`src/rtl/display_scan_ctrl.sv`:
```
// rtl/display_scan_ctrl.sv - four-digit multiplexed BCD display scanner with tear-free frame commit
// A pending value is promoted to the shown value only at frame end, so a frame never mixes old and new digits.
module display_scan_ctrl #(
  parameter int SCAN_DIV = 1000
) (
  input  logic        clock,
  input  logic        reset,
  input  logic [15:0] value,
  input  logic        load,
  input  logic        blank_lz,
  output logic [3:0]  bcd,
  output logic [3:0]  digit_sel,
  output logic        frame_commit
);

  localparam int CW = (SCAN_DIV > 2) ? $clog2(SCAN_DIV) : 1;

  logic [CW-1:0] r_div_cnt;
  logic [1:0]    r_idx;
  logic [15:0]   r_pending;
  logic [15:0]   r_shown;
  logic          r_pend_flag;
  logic [3:0]    r_bcd;
  logic [3:0]    r_sel_pre;
  logic [3:0]    r_digit_sel;
  logic          r_commit;

  logic          w_tick;
  logic          w_frame_end;
  logic [3:0]    w_digit;
  logic          w_blank;
  logic [3:0]    w_onehot;

  assign w_tick      = (r_div_cnt == CW'(SCAN_DIV - 1));
  assign w_frame_end = w_tick && (r_idx == 2'd3);
  assign w_onehot    = 4'b0001 << r_idx;

  // Leading-zero test looks at the current digit and everything above it.
  always_comb begin
    w_digit = 4'h0;
    w_blank = 1'b0;
    case (r_idx)
      2'd0: begin
        w_digit = r_shown[3:0];
        w_blank = 1'b0;
      end
      2'd1: begin
        w_digit = r_shown[7:4];
        w_blank = (r_shown[15:4] == 12'h000);
      end
      2'd2: begin
        w_digit = r_shown[11:8];
        w_blank = (r_shown[15:8] == 8'h00);
      end
      default: begin
        w_digit = r_shown[15:12];
        w_blank = (r_shown[15:12] == 4'h0);
      end
    endcase
  end

  always_ff @(posedge clock) begin
    if (reset) begin
      r_div_cnt <= '0;
      r_idx     <= 2'd0;
    end else if (w_tick) begin
      r_div_cnt <= '0;
      r_idx     <= r_idx + 2'd1;
    end else begin
      r_div_cnt <= r_div_cnt + CW'(1);
    end
  end

  // A load landing on the frame-end cycle bypasses pending and commits immediately.
  always_ff @(posedge clock) begin
    if (reset) begin
      r_pending   <= 16'h0000;
      r_shown     <= 16'h0000;
      r_pend_flag <= 1'b0;
      r_commit    <= 1'b0;
    end else begin
      r_commit <= 1'b0;
      if (w_frame_end && load) begin
        r_pending   <= value;
        r_shown     <= value;
        r_pend_flag <= 1'b0;
        r_commit    <= 1'b1;
      end else if (w_frame_end && r_pend_flag) begin
        r_shown     <= r_pending;
        r_pend_flag <= 1'b0;
        r_commit    <= 1'b1;
      end else if (load) begin
        r_pending   <= value;
        r_pend_flag <= 1'b1;
      end
    end
  end

  // digit_sel trails bcd by one cycle to match the segment decoder's register.
  always_ff @(posedge clock) begin
    if (reset) begin
      r_bcd       <= 4'h0;
      r_sel_pre   <= 4'b0000;
      r_digit_sel <= 4'b0000;
    end else begin
      r_bcd       <= w_digit;
      r_sel_pre   <= (blank_lz && w_blank) ? 4'b0000 : w_onehot;
      r_digit_sel <= r_sel_pre;
    end
  end

  assign bcd          = r_bcd;
  assign digit_sel    = r_digit_sel;
  assign frame_commit = r_commit;

endmodule

```
`config.mk`:
```
export PLATFORM = sky130hd
export DESIGN_NAME = display_scan_ctrl
export DESIGN_NICKNAME = d
export VERILOG_FILES = /design/src/rtl/display_scan_ctrl.sv
export SDC_FILE = /design/constraint.sdc
export NUM_CORES = 1
export LEC_CHECK = 0
export ABC_AREA = 1
export CAP_MARGIN = 10
export CORE_ASPECT_RATIO = 0.75
export CORE_UTILIZATION = 59
export DETAILED_ROUTE_END_ITERATION = 12
export GPL_ROUTABILITY_DRIVEN = 0
export PLACE_DENSITY_LB_ADDON = 0.1
export SLEW_MARGIN = 0
export SYNTH_ARGS = -nofsm -noshare
export SYNTH_HDL_FRONTEND = slang
export SYNTH_SLANG_ARGS = --single-unit
```
`constraint.sdc`:
```
create_clock -name clock -period 2.6 [get_ports clock]
set_input_delay 0.39 -clock clock [delete_from_list [all_inputs] [get_ports clock]]
set_output_delay 0.39 -clock clock [all_outputs]
set_load 0.005 [all_outputs]
```
## After elaboration in Yosys (flattened, before gate mapping)

Cells that the tools add are included.

| storage, ports and cells | value |
|---|---|
| input bits | 20 |
| output and inout bits | 9 |
| logic and storage cells | 40 |
| register bits after elaboration | 58 |

| operators by class | value |
|---|---|
| multiplexer cells | 9 |
| add/subtract/negate cells | 2 |
| reduce and logical (&&, ||, !) cells | 14 |
| equal/unequal tests | 5 |
| shift operators | 1 |

Operators by type and width:

| cell | count |
|---|---|
| $mux 16 | 5 |
| $logic_not 12->1 | 1 |
| $pmux 4 s3 | 1 |
| $add 10x1->10 const B | 1 |
| $eq 10x10->1 const B | 1 |
| $logic_not 8->1 | 1 |
| $eq 2x2->1 const B | 2 |
| $logic_and 1x1->1 | 4 |
| $logic_not 4->1 | 1 |
| $reduce_bool 2->1 | 2 |
| $reduce_or 2->1 | 2 |
| $shl 1x2->4 const A | 1 |
| $pmux 1 s3 | 1 |
| $reduce_or 3->1 | 1 |
| $add 2x1->2 const B | 1 |
| $eq 2x1->1 const B | 1 |
| $logic_not 2->1 | 1 |
| $mux 1 | 2 |
| $ne 2x2->1 const B | 1 |
| $reduce_and 2->1 | 1 |

## Depth between registers and ports, before layout

| logic depth | value |
|---|---|
| word-level depth | 5 |
| depth in mapped cells | 10 |
| gate-level depth less buffers | 10 |

## Least setup slack after synthesis

Ideal clock, no wire load.

| timing | value |
|---|---|
| path kind | reg2reg |
| start point | reg r_div_cnt[0] |
| end point | reg r_shown[10] |
| required time | 2,534 ps |
| library setup time | 66 ps |
| path buffers | 1 |
| period minus slack after synthesis | 1,434 ps |
| arrival | 1,368 ps |
| cell stages (with the launch flop) | 11 |
| path slack | 1,166 ps |
| cell sequence | dfxtp_1 > ha_1 > nand2_1 > nor2_1 > nand2_1 > nor2_4 > nand2_2 > nor2_4 > buf_12 > nor2_2 > a21oi_2 |

| between the ends | value |
|---|---|
| longest elaborated chain between the ends | 4 |
| elaborated cells on any way between the ends | 6 |
| classes of those cells | eq/ne: 1; mux: 1; reduce/logical: 4 |

Ends and longest elaborated chain:

| element | line | RTL |
|---|---|---|
| start: declaration | 18 | `logic [CW-1:0] r_div_cnt;` |
| start signal: assignment | 70 | `r_div_cnt <= r_div_cnt + CW'(1);` |
| $eq 10x10->1 * | 34 | `assign w_tick = (r_div_cnt == CW'(SCAN_DIV - 1));` |
| $logic_and 1x1->1 * | 35 | `assign w_frame_end = w_tick && (r_idx == 2'd3);` |
| $logic_and 1x1->1 (on tied branches) | 83, 88 |  |
| $mux 16 or $reduce_bool 2->1 (tied branches) | -- |  |
| end signal: assignment | 85 | `r_shown <= value;` |
| end signal: assignment | 89 | `r_shown <= r_pending;` |
| end: declaration | 21 | `logic [15:0] r_shown;` |

Every way passes the cells marked *; elsewhere a longest branch is shown, timed or not.
A chain may end at the register's enable or synchronous reset.

## Final worst setup path

| timing | value |
|---|---|
| start point | reg r_div_cnt[0] |
| end point | reg r_shown[4] |

The elaborated chain is that of the path after synthesis.

==> results.txt <==
Register area share after synthesis: 45.5%
Synth Area in Compound Gates: 12.6%
Met3 WL: 267 um
Setup crit end: r_shown[4]
Endpoint class of the critical path: flop
Fraction of layout cells with a size suffix above 1: 14.9%
Routed wire per std cell: 11.6 um
Total GRT Usage: 25.7%
Die Ht: 59.0 um
Cell Pwr Density: 610 nW/um2
Tmin final: 1.81 ns
Crit path buf inv count: 0
Cell depth of the worst setup path: 9
Avg Cell Area, Syn: 7.51 um2
CP Class: flop to flop
DRC: 0
Die ar.: 4600 um2
Uppermost layer routed: met4
Final #Nets: 398
HP Class: flop to flop
RR Startpoint: r_div_cnt[0]
Synth Register Bits: 58
Post-synthesis mux area share: 0%
Clk sink count: 58
Hold slack: 0.404 ns
Routed vias/inst: 4.87
Placed wire-length estimate: 3.51 mm
Initial core utilization: 62.2%
First-pass GRT wire length: 8.70 mm
Max-cap violations: 0
Post-Synthesis Cell Area: 2550 um2
Post-DRT Antenna Nets: 0
CTS max path bufs: 2
DRT iter0 DRCs: 217
Pin count of the biggest net entering global routing: 33
CP arrival: 2.07 ns
Clk_skew: 0.00497 ns
RSZ-0062 raised after global routing: no
Slew HR: 46.9%
Slowest stage delay, CP: 0.39 ns
Hold-fix buffers, CTS: 0
Crit-path cells: ha_1 > nand2_1 > nor2_1 > nand2_1 > nor2_4 > nand2_2 > nor2_4 > nor2_1 > a21oi_1
Die W: 78.0 um
Simple-Gate Fraction of Synth Area: 27.7%
Clock transition at path regs: 0.06 ns
CP Max Fanout: 15
Status: finished, final reports clean
Area grow syn2layout: 19.3%
Input/output buffers: 28
Vias in the first global route: 1,975
Post-CTS Resized: 0
Drt first pass iters: 4
Grt total ovfl: 0
Netlist cell types: 29
Root Buffer: clkbuf_8
Layout filler cell count: 338
CTS tree: built
FF-to-FF setup slack: 0.79 ns
TNS Setup: 0 ns
M1 WL: 2.61 mm
Slowest cell on crit path: nor2_4
# rows: 20
Syn_nets: 366
Critical path origin: r_div_cnt[0]
Setup violators final: 0
Gate Count Post-Synth: 340
Initial antenna violation count: 0
Diodes inserted: 0
Clock latency on the worst-skew pair: 0.34 ns
Largest family of logic cells by synthesized area: simple AND/OR/NAND/NOR gates
Area of the multi-input gates: 1130 um2
Fin. max-slew vios: 0
Routed wl met2: 2.08 mm
Final WL: 5.00 mm
H-tree level count: 3
Adder-cell share of the synthesized area: 2.94%
FF+latch area: 1160 um2
Slew @ Worst Pin: 0.795 ns
Kind of cell adding the most delay to the critical path: simple AND/OR/NAND/NOR gates
Depth of the most critical reg-to-reg path: 9
Yosys warns: 0
VDD IR max: 466 uV
Xor/xnor share of the synthesized area: 1.03%
RR Endpoint: r_shown[4]
Crit path launch type: flop
Setup Buffers After CTS: 0
Final Hold Viols: 0
Core area: 4100 um2
Worst Path Required: 2.87 ns
Cts bufs inserted: 9
Period utilization: 69.4%
Max Freq: 0.554 GHz
Vias: 2,102
Pleak: 1.28 nW
IO Count: 29
==> cell families (layout without fill, tap and decap cells) <==
family / count (synthesis) / count (layout)
AOI/OAI and AO/OA: 56 / 56
and+or+nand+nor: 159 / 159
adders and majority gates: 6 / 6
DFF: 58 / 58
xor gates and xnor gates: 3 / 3
buffers and inverters: 58 / 95
==> flip-flops by register name, indices dropped and copies added, names as in the netlist <==
signal        count
digit_sel         4
r_div_cnt        10
r_pend_flag       1
r_idx             2
r_sel_pre         4
bcd               4
r_shown          16
frame_commit      1
r_pending        16
==> cell type report <==
| cell class | instances | area share [%] |
|---|---|---|
| clock buffers | 15 | 6.45 |
| clock inverters | 1 | 0.164 |
| inverters | 48 | 5.92 |
| multi-input cells | 224 | 37.1 |
| flip-flops and latches | 58 | 38.1 |
| well taps | 55 | 2.26 |
| repair buffers | 31 | 9.94 |
==> per-layer routing <==
metal | track usage, % | up-vias
li1 | - | 1124
met1 | 33.5 | 927
met4 | 10.3 | 0
met5 | 0 | -
met2 | 38.1 | 47
met3 | 10.9 | 4
==> worst reg2reg max path: cells and delay by family (launching register included) <==
family	cells	cell delay [ns]
adders and majority gates	1	0.27
and+or+nand+nor	7	0.96
DFF	1	0.35
AOI/OAI and AO/OA	1	0.14
==> where the power goes <==
| group | leakage [nW] | internal (mW) | switching, mW |
|---|---|---|---|
| combinational | 0.702 | 0.0596 | 0.0647 |
| clock | 0.106 | 0.475 | 0.335 |
| sequential | 0.473 | 0.913 | 0.00954 |
| total | 1.28 | 1.45 | 0.409 |
==> stage by stage <==
stage | setup WS (ns) | cell area [um2] | utilization [%] | instances | total power [mW]
after CTS | 0.780 | 3050 | 74.2 | 432 | 1.87
after detailed placement | 0.477 | 2840 | 69.3 | 416 | 1.07
after global placement | 0.599 | 2840 | 69.3 | 416 | 1.06
after floorplan | 1.17 | 2550 | - | 340 | 1.02
after global routing | 0.512 | 3050 | 74.2 | 432 | 1.94
final | 0.794 | 3050 | 74.2 | 432 | 1.86
==> how the worst min path moves through the flow <==
| stage | from | endpoint | cells past startpoint |
|---|---|---|---|
| after global routing | r_sel_pre[2] | digit_sel[2] | 2 |
| after floorplan | r_sel_pre[0] | digit_sel[0] | 2 |
| after global placement | r_sel_pre[2] | digit_sel[2] | 2 |
| after CTS | r_sel_pre[2] | digit_sel[2] | 2 |
| after detailed placement | r_sel_pre[2] | digit_sel[2] | 2 |
| final | r_sel_pre[2] | digit_sel[2] | 2 |
==> layout by cell type, fill, tap and decap left out <==
| cell | Yosys | final |
|---|---|---|
| o21ai_0 | 9 | 9 |
| clkdlybuf4s50_1 | 0 | 28 |
| inv_2 | 1 | 1 |
| nand2_1 | 73 | 73 |
| a21oi_2 | 9 | 9 |
| o21bai_1 | 1 | 1 |
| a31oi_1 | 4 | 4 |
| nand3_2 | 1 | 1 |
| nand4_1 | 1 | 1 |
| nand2_2 | 2 | 2 |
| inv_1 | 46 | 46 |
| clkinv_2 | 0 | 1 |
| nand3_1 | 10 | 10 |
| ha_1 | 6 | 6 |
| a21oi_1 | 33 | 33 |
| xnor2_1 | 2 | 2 |
| clkbuf_1 | 4 | 1 |
| nor3_1 | 6 | 6 |
| nor2_2 | 9 | 9 |
| clkinv_1 | 1 | 1 |
| nor2_4 | 2 | 2 |
| xor2_1 | 1 | 1 |
| clkbuf_8 | 0 | 14 |
| nor4b_1 | 1 | 1 |
| or2_2 | 14 | 14 |
| dfxtp_1 | 58 | 58 |
| nor2_1 | 40 | 40 |
| buf_4 | 0 | 3 |
==> cells in the mapped netlist <==
cell,instances,area (um2)
ha_1,6,75.1
nand4_1,1,6.26
a31oi_1,4,25.0
inv_2,1,3.75
or2_2,14,87.6
a21oi_1,33,165
nor2_4,2,22.5
clkinv_1,1,3.75
buf_8,1,15.0
nand3_1,10,50.1
dfxtp_1,58,1160
buf_12,1,20.0
nor2_2,9,56.3
xnor2_1,2,17.5
a21oi_2,9,78.8
xor2_1,1,8.76
nor4b_1,1,8.76
clkbuf_1,4,15.0
o21bai_1,1,7.51
nand2_1,73,274
nand2_2,2,12.5
nor3_1,6,30.0
nor2_1,40,150
buf_2,1,5.00
inv_1,46,173
nand3_2,1,10.0
o21ai_0,9,45.0
buf_6,2,22.5
buf_1,1,3.75
Power figures use the tool's default switching activity.
